===== config.mk =====
export PLATFORM = sky130hd
export DESIGN_NAME = mem_arbiter
export DESIGN_NICKNAME = d
export VERILOG_FILES = /design/src/rtl/mem_arb_pkg.sv /design/src/rtl/mem_arb_prio.sv /design/src/rtl/mem_arbiter.sv
export SDC_FILE = /design/constraint.sdc
export NUM_CORES = 1
export LEC_CHECK = 0
export ABC_AREA = 1
export BUFFER_PORTS_ARGS = -buffer_cell sky130_fd_sc_hd__buf_2
export CAP_MARGIN = 25
export CORE_MARGIN = 5
export CORE_UTILIZATION = 25
export DETAILED_ROUTE_END_ITERATION = 6
export GPL_TIMING_DRIVEN = 0
export MAX_ROUTING_LAYER = met4
export PLACE_DENSITY = 0.53
export SLEW_MARGIN = 0
export SYNTH_ARGS = -nofsm -noshare
export SYNTH_HDL_FRONTEND = slang
export SYNTH_SLANG_ARGS = --single-unit
export TNS_END_PERCENT = 100

===== constraint.sdc =====
create_clock -name clk -period 3.59 [get_ports clk]
set_input_delay 0.5385 -clock clk [delete_from_list [all_inputs] [get_ports clk]]
set_output_delay 0.5385 -clock clk [all_outputs]
set_load 0.1 [all_outputs]

===== src/rtl/mem_arb_pkg.sv =====
// mem_arb_pkg: shared state/requester enums and counter sizing for mem_arbiter
package mem_arb_pkg;
  typedef enum logic [1:0] {IDLE, ISSUE, WAIT, RESP} state_e;
  typedef enum logic [1:0] {REQ_NONE, REQ_DATA, REQ_EXT, REQ_IF} req_id_e;
  function automatic int cnt_w(input int lat);
    return (lat < 2) ? 1 : $clog2(lat + 1);
  endfunction
endpackage


===== src/rtl/mem_arb_prio.sv =====
// mem_arb_prio: winner select; data always wins, then ext > fetch or, with MEM_ARB_RR_EN, ext/fetch alternate
module mem_arb_prio import mem_arb_pkg::*; (
  input  logic       d_req,
  input  logic       x_req,
  input  logic       if_req,
  input  logic       last_x,
  output logic [1:0] grant
);
`ifdef MEM_ARB_RR_EN
  // last_x=1 means ext was served last, so fetch wins a tie
  always_comb grant = d_req ? REQ_DATA : (if_req & (~x_req | last_x)) ? REQ_IF : x_req ? REQ_EXT : REQ_NONE;
`else
  logic unused_last_x;
  assign unused_last_x = last_x;
  always_comb grant = d_req ? REQ_DATA : x_req ? REQ_EXT : if_req ? REQ_IF : REQ_NONE;
`endif
endmodule


===== src/rtl/mem_arbiter.sv =====
// mem_arbiter: shares one fixed-latency memory port among data, external loader and fetch.
// MEM_ARB_RR_EN: ext and fetch alternate below data instead of fixed ext > fetch.
module mem_arbiter import mem_arb_pkg::*; #(
  parameter int DATA_W  = 32,
  parameter int ADDR_W  = 32,
  parameter int MEM_LAT = 1
) (
  input  logic              clk,
  input  logic              rst,
  input  logic              d_req,
  input  logic              d_wr,
  input  logic [ADDR_W-1:0] d_addr,
  input  logic [DATA_W-1:0] d_wdata,
  output logic [DATA_W-1:0] d_rdata,
  output logic              d_valid,
  input  logic              x_req,
  input  logic              x_wr,
  input  logic [ADDR_W-1:0] x_addr,
  input  logic [DATA_W-1:0] x_wdata,
  output logic [DATA_W-1:0] x_rdata,
  output logic              x_valid,
  input  logic              if_req,
  input  logic [ADDR_W-1:0] if_addr,
  output logic [DATA_W-1:0] if_rdata,
  output logic              if_valid,
  output logic              mem_en,
  output logic              mem_wr,
  output logic [ADDR_W-1:0] mem_addr,
  output logic [DATA_W-1:0] mem_wdata,
  input  logic [DATA_W-1:0] mem_rdata,
  output logic              mem_stall,
  output logic              if_stall
);
  localparam int CW = cnt_w(MEM_LAT);
  localparam logic [CW-1:0] LAT_LD = CW'(MEM_LAT);
  state_e state_q, state_d;
  req_id_e id_q, id_d;
  logic wr_q, wr_d;
  logic [CW-1:0] cnt_q, cnt_d;
  logic mem_en_q, mem_en_d, mem_wr_q, mem_wr_d;
  logic [ADDR_W-1:0] mem_addr_q, mem_addr_d;
  logic [DATA_W-1:0] mem_wdata_q, mem_wdata_d;
  logic [DATA_W-1:0] d_rdata_q, d_rdata_d, x_rdata_q, x_rdata_d, if_rdata_q, if_rdata_d;
  logic d_valid_q, d_valid_d, x_valid_q, x_valid_d, if_valid_q, if_valid_d;
  logic [1:0] grant;
  logic last_x;
  logic sel_wr;
  logic [ADDR_W-1:0] sel_addr;
  logic [DATA_W-1:0] sel_wdata;
`ifdef MEM_ARB_RR_EN
  logic last_x_q, last_x_d;
  assign last_x = last_x_q;
`else
  assign last_x = 1'b1;
`endif
  mem_arb_prio u_prio (
    .d_req  (d_req),
    .x_req  (x_req),
    .if_req (if_req),
    .last_x (last_x),
    .grant  (grant)
  );
  always_comb begin
    sel_wr    = (grant == REQ_DATA) ? d_wr    : (grant == REQ_EXT) ? x_wr    : 1'b0;
    sel_addr  = (grant == REQ_DATA) ? d_addr  : (grant == REQ_EXT) ? x_addr  : if_addr;
    sel_wdata = (grant == REQ_DATA) ? d_wdata : (grant == REQ_EXT) ? x_wdata : '0;
  end
  always_comb begin
    state_d     = state_q;
    id_d        = id_q;
    wr_d        = wr_q;
    cnt_d       = cnt_q;
    mem_en_d    = 1'b0;
    mem_wr_d    = 1'b0;
    mem_addr_d  = mem_addr_q;
    mem_wdata_d = mem_wdata_q;
    d_rdata_d   = d_rdata_q;
    x_rdata_d   = x_rdata_q;
    if_rdata_d  = if_rdata_q;
    d_valid_d   = 1'b0;
    x_valid_d   = 1'b0;
    if_valid_d  = 1'b0;
`ifdef MEM_ARB_RR_EN
    last_x_d    = last_x_q;
`endif
    unique case (state_q)
      IDLE: if (grant != REQ_NONE) begin
        // the address/data flops double as the transaction latch, so later field changes are ignored
        state_d     = ISSUE;
        id_d        = req_id_e'(grant);
        wr_d        = sel_wr;
        mem_en_d    = 1'b1;
        mem_wr_d    = sel_wr;
        mem_addr_d  = sel_addr;
        mem_wdata_d = sel_wdata;
      end
      ISSUE: begin
        state_d = WAIT;
        cnt_d   = LAT_LD;
      end
      WAIT: begin
        cnt_d = cnt_q - 1'b1;
        if (cnt_q == CW'(1)) begin
          state_d    = RESP;
          d_valid_d  = id_q == REQ_DATA;
          x_valid_d  = id_q == REQ_EXT;
          if_valid_d = id_q == REQ_IF;
          d_rdata_d  = (!wr_q && id_q == REQ_DATA) ? mem_rdata : d_rdata_q;
          x_rdata_d  = (!wr_q && id_q == REQ_EXT)  ? mem_rdata : x_rdata_q;
          if_rdata_d = (!wr_q && id_q == REQ_IF)   ? mem_rdata : if_rdata_q;
        end
      end
      RESP: begin
        state_d = IDLE;
`ifdef MEM_ARB_RR_EN
        last_x_d = (id_q == REQ_EXT) ? 1'b1 : (id_q == REQ_IF) ? 1'b0 : last_x_q;
`endif
      end
    endcase
  end
  always_ff @(posedge clk) begin
    if (rst) begin
      state_q     <= IDLE;
      id_q        <= REQ_NONE;
      wr_q        <= 1'b0;
      cnt_q       <= '0;
      mem_en_q    <= 1'b0;
      mem_wr_q    <= 1'b0;
      mem_addr_q  <= '0;
      mem_wdata_q <= '0;
      d_rdata_q   <= '0;
      x_rdata_q   <= '0;
      if_rdata_q  <= '0;
      d_valid_q   <= 1'b0;
      x_valid_q   <= 1'b0;
      if_valid_q  <= 1'b0;
    end else begin
      state_q     <= state_d;
      id_q        <= id_d;
      wr_q        <= wr_d;
      cnt_q       <= cnt_d;
      mem_en_q    <= mem_en_d;
      mem_wr_q    <= mem_wr_d;
      mem_addr_q  <= mem_addr_d;
      mem_wdata_q <= mem_wdata_d;
      d_rdata_q   <= d_rdata_d;
      x_rdata_q   <= x_rdata_d;
      if_rdata_q  <= if_rdata_d;
      d_valid_q   <= d_valid_d;
      x_valid_q   <= x_valid_d;
      if_valid_q  <= if_valid_d;
    end
  end
`ifdef MEM_ARB_RR_EN
  always_ff @(posedge clk) last_x_q <= rst ? 1'b1 : last_x_d;
`endif
  assign mem_en    = mem_en_q;
  assign mem_wr    = mem_wr_q;
  assign mem_addr  = mem_addr_q;
  assign mem_wdata = mem_wdata_q;
  assign d_rdata   = d_rdata_q;
  assign x_rdata   = x_rdata_q;
  assign if_rdata  = if_rdata_q;
  assign d_valid   = d_valid_q;
  assign x_valid   = x_valid_q;
  assign if_valid  = if_valid_q;
  assign mem_stall = d_req & ~d_valid_q;
  assign if_stall  = if_req & ~if_valid_q;
endmodule

==> results.ini, run 1 <==
[worst_setup_path]
end_kind = output port
worstPathMaxFanout = 10
worst-setup-path-type = in -> out
path_cells = buf_4 -> inv_2 -> buf_4 -> buf_2 -> nor2_1 -> buf_2
reg2reg_setup_slack_ns = 1.92
required_ns = 3.05
cpPeakStageDelay_ns = 0.43
critical-path-top-delay-family = buffers and inverters
path_buf_inv = 5
critPathSlowestCell = buf_2
worstPathArrival_ns = 1.68
startpoint_type = input port

[layout]
final_net_count = 1738
final_cell_mix = buf_2, nor2_1, nand2_1, dfxtp_1, o21ai_0
drive_gt1_share_pct = 30.34
stdcell_area_sq_um = 10690
fin_util_pct = 34.86
layout_commonest_cell = buf_2
syn_to_final_growth_pct = 37.37

[yosys]
syn_inst = 1154
synth_seq_cells = 171
yosysWarnings = 0
synthesis.nets = 1356
synth_area_sq_um = 7784
ys_seq_area_share_pct = 43.98
avgSynthCellArea_sq_um = 6.745
synth.distinct_cells = 24

[sta]
skew_ns = 0.009137
hold_viol_final = 0
finalWorstPathRequiredPeriod_ns = 2.221
fin_crit_sh_pct = 61.87
max_slew_margin_pct = 63.64
tns_ns = 0
rsz0062_at_grt = no
clock.fmax_ghz = 0.4502
drv_slew = 0
layout_setup_ws_ns = 1.369
tightest_slew_ns = 0.5492
setup_viol = 0

[cts]
cts_tree = yes
hold_buffers = 0
clkTransAtPathRegs_ns = 0.07
numCtsBuffers = 17
cts.repair.resized = 0
clk_latency_ns = 0.44
clock-root-buffer = clkbuf_16
cts-htree-levels = 4
clkSinkCount = 171
post-cts-setup-buffer-count = 0
cts_buffer_depth = 2

[power_and_ir_drop]
power_density_nw_per_um2 = 835.3
ir_drop_mv = 0.6253
total_leakage_power_nw = 5.508

[placed_design]
placed_cell_area_sq_um = 10100
hpwl_microns = 24630
pre_cts_ws_ns = 1.338
gp_congestion = 0.8661
port_buffers = 363

[routing]
first_iter_violations = 389
vias_per_cell = 4.411
vias = 8588
drc = 0
first_pass_iters = 5
ant_nets = 0
wirelength_microns = 30900
routedWlPerCell_microns = 15.87

[worst_hold_path]
min-delay-path-class = in -> reg

[floorplan]
row_count = 64
initial_core_util_pct = 25.38
die_w_microns = 186.5
ios = 366
core_area_sq_um = 30670
die_area_sq_um = 34760
die_y_microns = 186.5

[global_route]
grt_pass1_wl_microns = 48560
grt-ovfl-total = 0
grt_pass1_vias = 8770
grt_max_degree = 20
grt_usage_pct = 17.87
antenna_found_initial = 2

[flow_run]
cap_violations = 0

[run_status]
outcome = finished clean

[state kept, by name, indices dropped and copies added (netlist names)]
| name | cells |
|---|---|
| d_valid | 1 |
| mem_wr | 1 |
| state_q | 2 |
| mem_en | 1 |
| if_valid | 1 |
| x_valid | 1 |
| wr_q | 1 |
| mem_wdata | 32 |
| if_rdata | 32 |
| d_rdata | 32 |
| id_q | 2 |
| x_rdata | 32 |
| mem_addr | 32 |
| cnt_q | 1 |
[path summary, 6_finish.rpt]
kind,from,endpoint,depth (start not counted)
min,rst,id_q[1],2
max reg2reg,state_q[0],if_rdata[14],8
min reg2reg,state_q[0],state_q[0],2
max,d_req,mem_stall,6
[metrics by stage]
| stage | hold slack, ns | power, mW | std cells |
|---|---|---|---|
| floorplan | 0.4367 | 6.210 | 1154 |
| global placement | 0.4548 | 7.113 | 1913 |
| detailed placement | 0.4602 | 7.131 | 1913 |
| CTS | 0.3147 | 9.044 | 1945 |
| global route | 0.3260 | 9.442 | 1947 |
| finish | 0.3544 | 8.931 | 1947 |
[Yosys cell counts]
cell	number	area share [%]
nor2_4	2	0.29
buf_1	3	0.14
nand3_1	35	2.3
clkbuf_1	25	1.2
nor2_2	1	0.080
inv_2	8	0.39
nor3_1	1	0.064
inv_1	72	3.5
dfxtp_1	171	44
o21ai_1	6	0.39
a21boi_1	21	2.0
a21boi_0	11	1.1
nor2_1	297	14
nand4_1	33	2.7
nand2_1	240	12
buf_4	17	1.6
buf_6	5	0.72
o21ai_0	91	5.9
nand2_2	6	0.48
ha_1	3	0.48
a21oi_1	69	4.4
buf_2	35	2.3
nand2_4	1	0.14
nand3b_1	1	0.096
[routing by layer]
metal / up-vias / track usage [%] / routed length, microns
li1: 4418 / - / -
met1: 3845 / 21.53 / 13570
met2: 305 / 29.68 / 14880
met3: 20 / 5.306 / 2047
met4: 0 / 4.008 / 408
met5: - / - / 0
[report_power, final]
part	total, mW	switching [mW]	internal (mW)	leakage (nW)
combinational	4.58	3.69	0.894	3.83
sequential	2.47	0.205	2.27	1.40
clock	1.88	0.937	0.939	0.284
total	8.93	4.83	4.10	5.51
[logic make-up after synthesis]
logic type                 count (synthesis)  synth area share, %
buffers and inverters                    165                9.822
DFF                                      171                43.98
adders and majority gates                  3               0.4823
and+or+nand+nor                          617                31.96
AOI/OAI and AO/OA                        198                13.76
[final cells by class]
type | count | area, sq um
diodes | 2 | 5.005
plain buffers | 85 | 464.2
clock buffers | 17 | 425.4
clock inverters | 15 | 166.4
fillers | 3461 | 19980
inverters | 80 | 300.3
multi-input cells | 818 | 3596
flip-flops and latches | 171 | 3423
well taps | 396 | 495.5
repair buffers | 363 | 1817
No activity file was read; power rests on OpenSTA's default activity.
==> run 2: changes to the inputs <==
--- a/config.mk
+++ b/config.mk
@@ -5,7 +5,7 @@
 export SDC_FILE = /design/constraint.sdc
 export NUM_CORES = 1
 export LEC_CHECK = 0
-export ABC_AREA = 1
+export ABC_AREA = 0
 export BUFFER_PORTS_ARGS = -buffer_cell sky130_fd_sc_hd__buf_2
 export CAP_MARGIN = 25
 export CORE_MARGIN = 5
@@ -13,7 +13,7 @@
 export DETAILED_ROUTE_END_ITERATION = 6
 export GPL_TIMING_DRIVEN = 0
 export MAX_ROUTING_LAYER = met4
-export PLACE_DENSITY = 0.53
+export PLACE_DENSITY = 0.55
 export SLEW_MARGIN = 0
 export SYNTH_ARGS = -nofsm -noshare
 export SYNTH_HDL_FRONTEND = slang
==> constraint.sdc (replaced) <==
create_clock -name clk -period 1.85 [get_ports clk]
set_input_delay 0.2775 -clock clk [delete_from_list [all_inputs] [get_ports clk]]
set_output_delay 0.2775 -clock clk [all_outputs]
set_load 0.1 [all_outputs]
==> run 2 against run 1 <==
  * Non-clock buffer count down 13
  * Sequential power rose by 89%
  * Combinational power is 56% higher
  * Register-to-register slack got worse by 1.8 ns
  * Synthesized area is 0.76% lower
  * Sequential share of layout area hardly changed
  * Total power rose by 72%
  * Clock power up 90%
  * Worst setup slack got worse by 1.2 ns
==> results.ini, run 2 <==
[sta]
hold_viol_final = 0  ; unchanged
whs_ns = 0.1385  ; -0.2159 ns
rsz0062_at_grt = no
skew_ns = 0.01648  ; +0.007342 ns
tns_ns = 0  ; unchanged
clock.fmax_ghz = 0.5858
finalWorstPathRequiredPeriod_ns = 1.707
max_slew_margin_pct = 46.87  ; -17 points
tightest_slew_ns = 0.7969  ; +0.2477 ns
setup_viol = 0  ; unchanged
drv_slew = 0  ; unchanged
fin_crit_sh_pct = 92.27

[worst_setup_path]
startpoint_type = flop
reg2reg_setup_slack_ns = 0.14  ; -1.78 ns
end_kind = flop
worstPathMaxFanout = 10  ; unchanged
required_ns = 2.16  ; -0.89 ns
worstPathArrival_ns = 2.01  ; +0.33 ns
worst-setup-path-type = reg -> reg

[global_route]
antenna_found_initial = 2  ; unchanged
grt_pass1_wl_microns = 40850  ; -16%
grt-ovfl-total = 0  ; unchanged
grt_max_degree = 19  ; -5.0%
grt_usage_pct = 15.62  ; -2.3 points
grt_pass1_vias = 7150  ; -18%

[power_and_ir_drop]
clkPwrFrac_pct = 23.2  ; +2.2 points
power.internal_mw = 7.512  ; +83%
p_comb_share_pct = 46.5  ; -4.8 points
power_switching_share_pct = 51.22  ; -2.9 points
total_leakage_power_nw = 5.351  ; -2.8%
p_switching_mw = 7.887  ; +63%
power_density_nw_per_um2 = 1442  ; +73%
ir_drop_mv = 0.8794  ; +41%
seq_power_share_pct = 30.3  ; +2.6 points

[floorplan]
initial_core_util_pct = 25.25  ; -0.13 points
core_area_sq_um = 30590  ; -0.26%
die_area_sq_um = 34510  ; -0.72%
die_w_microns = 185.8  ; -0.36%
die_y_microns = 185.8  ; -0.36%
ios = 366  ; unchanged
row_count = 64  ; unchanged

[cts]
clkTransAtPathRegs_ns = 0.07  ; about the same
clock-root-buffer = clkbuf_16
cts_buffer_depth = 2  ; unchanged
clkSinkCount = 171  ; unchanged
clk_latency_ns = 0.43  ; about the same
cts_tree = yes
cts-htree-levels = 4  ; unchanged
numCtsBuffers = 17  ; unchanged

[yosys]
synth_area_leaders = dfxtp_1, mux2i_1, nand2b_1, o311a_1, a22o_1
synth.top_cell.area_share_pct = 44.31  ; +0.33 points
ys_seq_area_share_pct = 44.31  ; +0.33 points
yosysWarnings = 0  ; unchanged
synth_edf_count = 0  ; unchanged
synth_area_sq_um = 7725  ; -0.76%
ys_async_sr_fraction_pct = 0  ; unchanged
synth_seq_cells = 171  ; unchanged
synth.distinct_cells = 32  ; +33%
synth.largest_area_cell = dfxtp_1
yosysMostFrequentCell = dfxtp_1
synth.top_cells.by_count = dfxtp_1, nand2b_1, mux2i_1
synthesis.nets = 1001  ; -26%
avgSynthCellArea_sq_um = 9.668  ; +43%
synth_ff_type = dfxtp_1
syn_inst = 799  ; -31%

[layout]
final_net_count = 1384  ; -20%
layout_commonest_cell = buf_2
syn_to_final_growth_pct = 38.24
final_cell_mix = buf_2, dfxtp_1, nand2b_1, mux2i_1, nand2_1
stdcell_count = 1593  ; -18%
fin_util_pct = 34.91  ; +0.046 points
drive_gt1_share_pct = 36.49  ; +6.1 points

[run_status]
outcome = finished clean

[routing]
vias = 7102  ; -17%
wirelength_microns = 27760  ; -10%
ant_nets = 0  ; unchanged
drc = 0  ; unchanged
first_iter_violations = 210  ; -46%
vias_per_cell = 4.458  ; +1.1%
routedWlPerCell_microns = 17.43  ; +9.8%
first_pass_iters = 6  ; +1

[placed_design]
hpwl_microns = 21590  ; -12%
port_buffers = 362  ; -0.28%
placed_cells = 1557  ; -19%
gp_congestion = 0.8318  ; -4.0%

[worst_hold_path]
min-delay-path-class = in -> reg

[flow_run]
cap_violations = 0  ; unchanged

## run 2: cell types whose count changed after synthesis, sizes merged, moves of 36 or more
cell    delta
nor2     -296
nand2    -180
nand2b   +161
mux2i    +129
inv       -74
o21ai     -62
nor2b     +36
## run 2: cell type report
cell class / instances / area [sq um]
antenna: 2 / 5.005
buffer: 69 / 364.1
clock buffer: 18 / 429.2
clock inverter: 14 / 150.1
fill: 3205 / 19910
inverter: 6 / 22.52
multi-input combinational: 551 / 3948
sequential: 171 / 3423
tap: 396 / 495.5
timing repair buffer: 366 / 1842
## run 2: what timing repair did
action	CTS	global route
hold buffers	0	0
gates resized for setup	7	2
setup buffers	4	0
endpoints found under the setup margin	72	33
pin swaps	2	0
## run 2: through the flow
stage                     setup WS, ns  instance area (sq um)  power, mW
after detailed placement       -0.3999                  10050      11.91
after global routing          0.008241                  10680      16.04
final                           0.1429                  10680      15.40
after CTS                    0.0006248                  10670      15.58
after floorplan                 0.2518                   7740      10.52
after global placement         -0.3344                  10050      11.89
## run 2: power by group through the flow
stage | clock [mW] | combinational [mW] | sequential, mW
final | 3.57 | 7.16 | 4.66
after global routing | 3.86 | 7.45 | 4.73
after CTS | 3.72 | 7.20 | 4.66
after detailed placement | 0 | 7.17 | 4.74
after global placement | 0 | 7.16 | 4.73
after floorplan | 0 | 1.49 | 9.03
## run 2: worst paths after layout
kind,cells after the start,endpoint,startpoint
min reg2reg,2,mem_wdata[14],mem_wdata[14]
min,3,mem_wr,d_wr
max reg2reg,6,mem_wdata[29],state_q[0]
max,6,mem_wdata[29],state_q[0]
## run 2: layer usage
metal	share of wire [%]	up-vias	global-route usage, %
li1	-	3534	-
met1	44	3338	19.78
met2	49	211	25.76
met3	5.2	19	2.736
met4	1.6	0	4.314
met5	0	-	-
## run 2: logic make-up (layout without fill, tap and decap cells)
family          Yosys count  count (layout)  share of synthesized area (%)
simple gates            280             280                          20.63
compound gates          139             139                          12.97
mux                     129             129                          16.72
fa+ha+maj                 3               3                         0.4860
other cells               0               2                              0
buf+inv                  77             473                          4.875
flops                   171             171                          44.31
## run 2: worst max-delay path, cell delays in order, from the launching register on
cell and delay [ns]:
dfxtp_1 0.30, inv_1 0.11, ha_1 0.34, clkbuf_2 0.28, clkbuf_2 0.30, o311a_1 0.22, a21oi_1 0.04
==> run 3: changes to the inputs <==
==> constraint.sdc (replaced) <==
create_clock -name clk -period 1.5 [get_ports clk]
set_input_delay 0.225 -clock clk [delete_from_list [all_inputs] [get_ports clk]]
set_output_delay 0.225 -clock clk [all_outputs]
set_load 0.1 [all_outputs]
==> run 3 against run 2 <==
  * First-iteration DRC count is 20% lower
  * Via count is 1.2% higher
  * Design area is 1.7% higher
  * Final cell count is 0.25% higher
  * Worst setup slack worse by 0.093 ns
  * Critical path depth is 5 lower
  * Routed wire length is 2.1% higher
  * Register-to-register slack worse by 0.05 ns
  * Clock power is 22% higher
  * Sequential share of layout area is 0.46 points lower
  * Utilization is 0.58 points higher
  * Clock-buffer cell count stayed put
  * Critical endpoint is now mem_wdata[19]
  * Largest power group unchanged
==> results.ini, run 3 (synthesized netlist as in run 2, its figures left out) <==
[worst_setup_path]
path_cells = buf_2
startpoint_type = flop
worst-setup-path-type = reg -> out
cpPeakStageDelay_ns = 0.44  ; +0.10 ns
path_buf_inv = 1  ; -2
worstPathMaxFanout = 2  ; -8
critical-path-top-delay-family = buffers and inverters
end_kind = output port
reg2reg_setup_slack_ns = 0.09  ; -0.05 ns
critPathSlowestCell = buf_2
worstPathArrival_ns = 1.23  ; -0.78 ns
required_ns = 1.27  ; -0.89 ns

[floorplan]
die_w_microns = 185.8  ; unchanged
die_y_microns = 185.8  ; unchanged
initial_core_util_pct = 25.25  ; unchanged
ios = 366  ; unchanged
core_area_sq_um = 30590  ; unchanged
die_area_sq_um = 34510  ; unchanged
row_count = 64  ; unchanged

[sta]
drv_slew = 0  ; unchanged
fin_crit_sh_pct = 96.70
skew_ns = 0.01020  ; -0.006278 ns
max_slew_margin_pct = 62.76  ; +16 points
setup_viol = 0  ; unchanged
clock.fmax_ghz = 0.6894
rsz0062_at_grt = yes
tightest_slew_ns = 0.5586  ; -0.2383 ns
hold_viol_final = 0  ; unchanged
finalWorstPathRequiredPeriod_ns = 1.451

[power_and_ir_drop]
p_total_mw = 19.16  ; +24%
power_density_nw_per_um2 = 1765  ; +22%
total_leakage_power_nw = 5.440  ; +1.7%
ir_drop_mv = 1.518  ; +73%

[layout]
final_net_count = 1389  ; +0.36%
final_cell_mix = buf_2, dfxtp_1, nand2b_1, mux2i_1, nand2_1
layout_commonest_cell = buf_2
drive_gt1_share_pct = 37.75  ; +1.3 points
syn_to_final_growth_pct = 40.52
fin_util_pct = 35.49  ; +0.58 points

[run_status]
outcome = finished clean

[global_route]
grt-ovfl-total = 0  ; unchanged
grt_pass1_wl_microns = 41940  ; +2.7%
grt_pass1_vias = 7379  ; +3.2%
grt_max_degree = 17  ; -2
antenna_found_initial = 1  ; -1
grt_usage_pct = 16.11  ; +0.50 points

[cts]
cts-htree-levels = 4  ; unchanged
numCtsBuffers = 17  ; unchanged
cts_buffer_depth = 2  ; unchanged
clkTransAtPathRegs_ns = 0.06  ; about the same
clkSinkCount = 171  ; unchanged
hold_buffers = 0  ; unchanged
clk_latency_ns = 0.42  ; about the same
clock-root-buffer = clkbuf_16
cts_tree = yes

[routing]
vias_per_cell = 4.500  ; +0.93%
wirelength_microns = 28360  ; +2.1%
ant_nets = 0  ; unchanged
first_pass_iters = 5  ; -1
vias = 7186  ; +1.2%
drc = 0  ; unchanged
first_iter_violations = 169  ; -20%
routedWlPerCell_microns = 17.76  ; +1.9%

[placed_design]
gp_congestion = 0.8224  ; -1.1%
hpwl_microns = 21930  ; +1.6%
port_buffers = 362  ; unchanged

[flow_run]
cap_violations = 0  ; unchanged

[worst_hold_path]
min-delay-path-class = in -> reg

[run 3: cell types whose count changed in the layout (fill, tap and decap cells not counted), moves of 3 or more]
| cell | change |
|---|---|
| buf_2 | -17 |
| clkbuf_4 | +9 |
| buf_12 | +3 |
| dfxtp_1 | -3 |
| clkbuf_1 | -4 |
| clkbuf_2 | +3 |
| buf_4 | +9 |
| inv_8 | -4 |
| inv_6 | +5 |
| clkinv_2 | +4 |
[run 3: metrics by stage]
stage                     hold slack (ns)  worst slack, ns  instances  cell area (sq um)   TNS (ns)
after floorplan                    0.3806         -0.03252        799               7749    -0.6730
after global placement             0.4508          -0.6395       1557              10060     -71.62
after CTS                         0.07479         0.001422       1596              10800          0
final                              0.1016          0.04945       1597              10860          0
after global routing               0.1052        -0.007799       1597              10860  -0.007799
after detailed placement           0.4547          -0.6408       1557              10060     -72.17
[run 3: worst paths after layout]
kind | from | endpoint | depth (start not counted)
worst max register to register | state_q[0] | d_rdata[2] | 7
worst min register to register | mem_wdata[13] | mem_wdata[13] | 2
worst min-delay path | d_wr | mem_wr | 3
worst max-delay path | mem_wdata[19] | mem_wdata[19] | 1
[run 3: metal layers]
metal  vias up  wire [microns]  GRT usage (%)
li1       3540               -              -
met1      3422           12550          20.49
met2       199           13970          26.84
met3        25            1301          2.541
met4         0             535          4.139
met5         -               0              -
[run 3: layout make-up]
cell class / count / area [sq um]
fillers: 3233 / 19730
multi-input cells: 551 / 3988
flip-flops and latches: 171 / 3430
repair buffers: 370 / 1927
well taps: 396 / 495.5
clock buffers: 18 / 429.2
plain buffers: 70 / 427.9
clock inverters: 14 / 133.9
inverters: 6 / 22.52
diodes: 1 / 2.502
[run 3: power breakdown]
part	switching (mW)	total [mW]	internal [mW]
Clock	2.03	4.37	2.34
Combinational	7.17	9.03	1.85
Sequential	0.420	5.77	5.35
Total	9.63	19.2	9.53
[run 3: repair_timing]
action,4_1_cts,5_1_grt
pin swaps,3,1
resized for setup,36,21
cloned,1,0
setup buffers,7,0
setup endpoints to repair,134,61
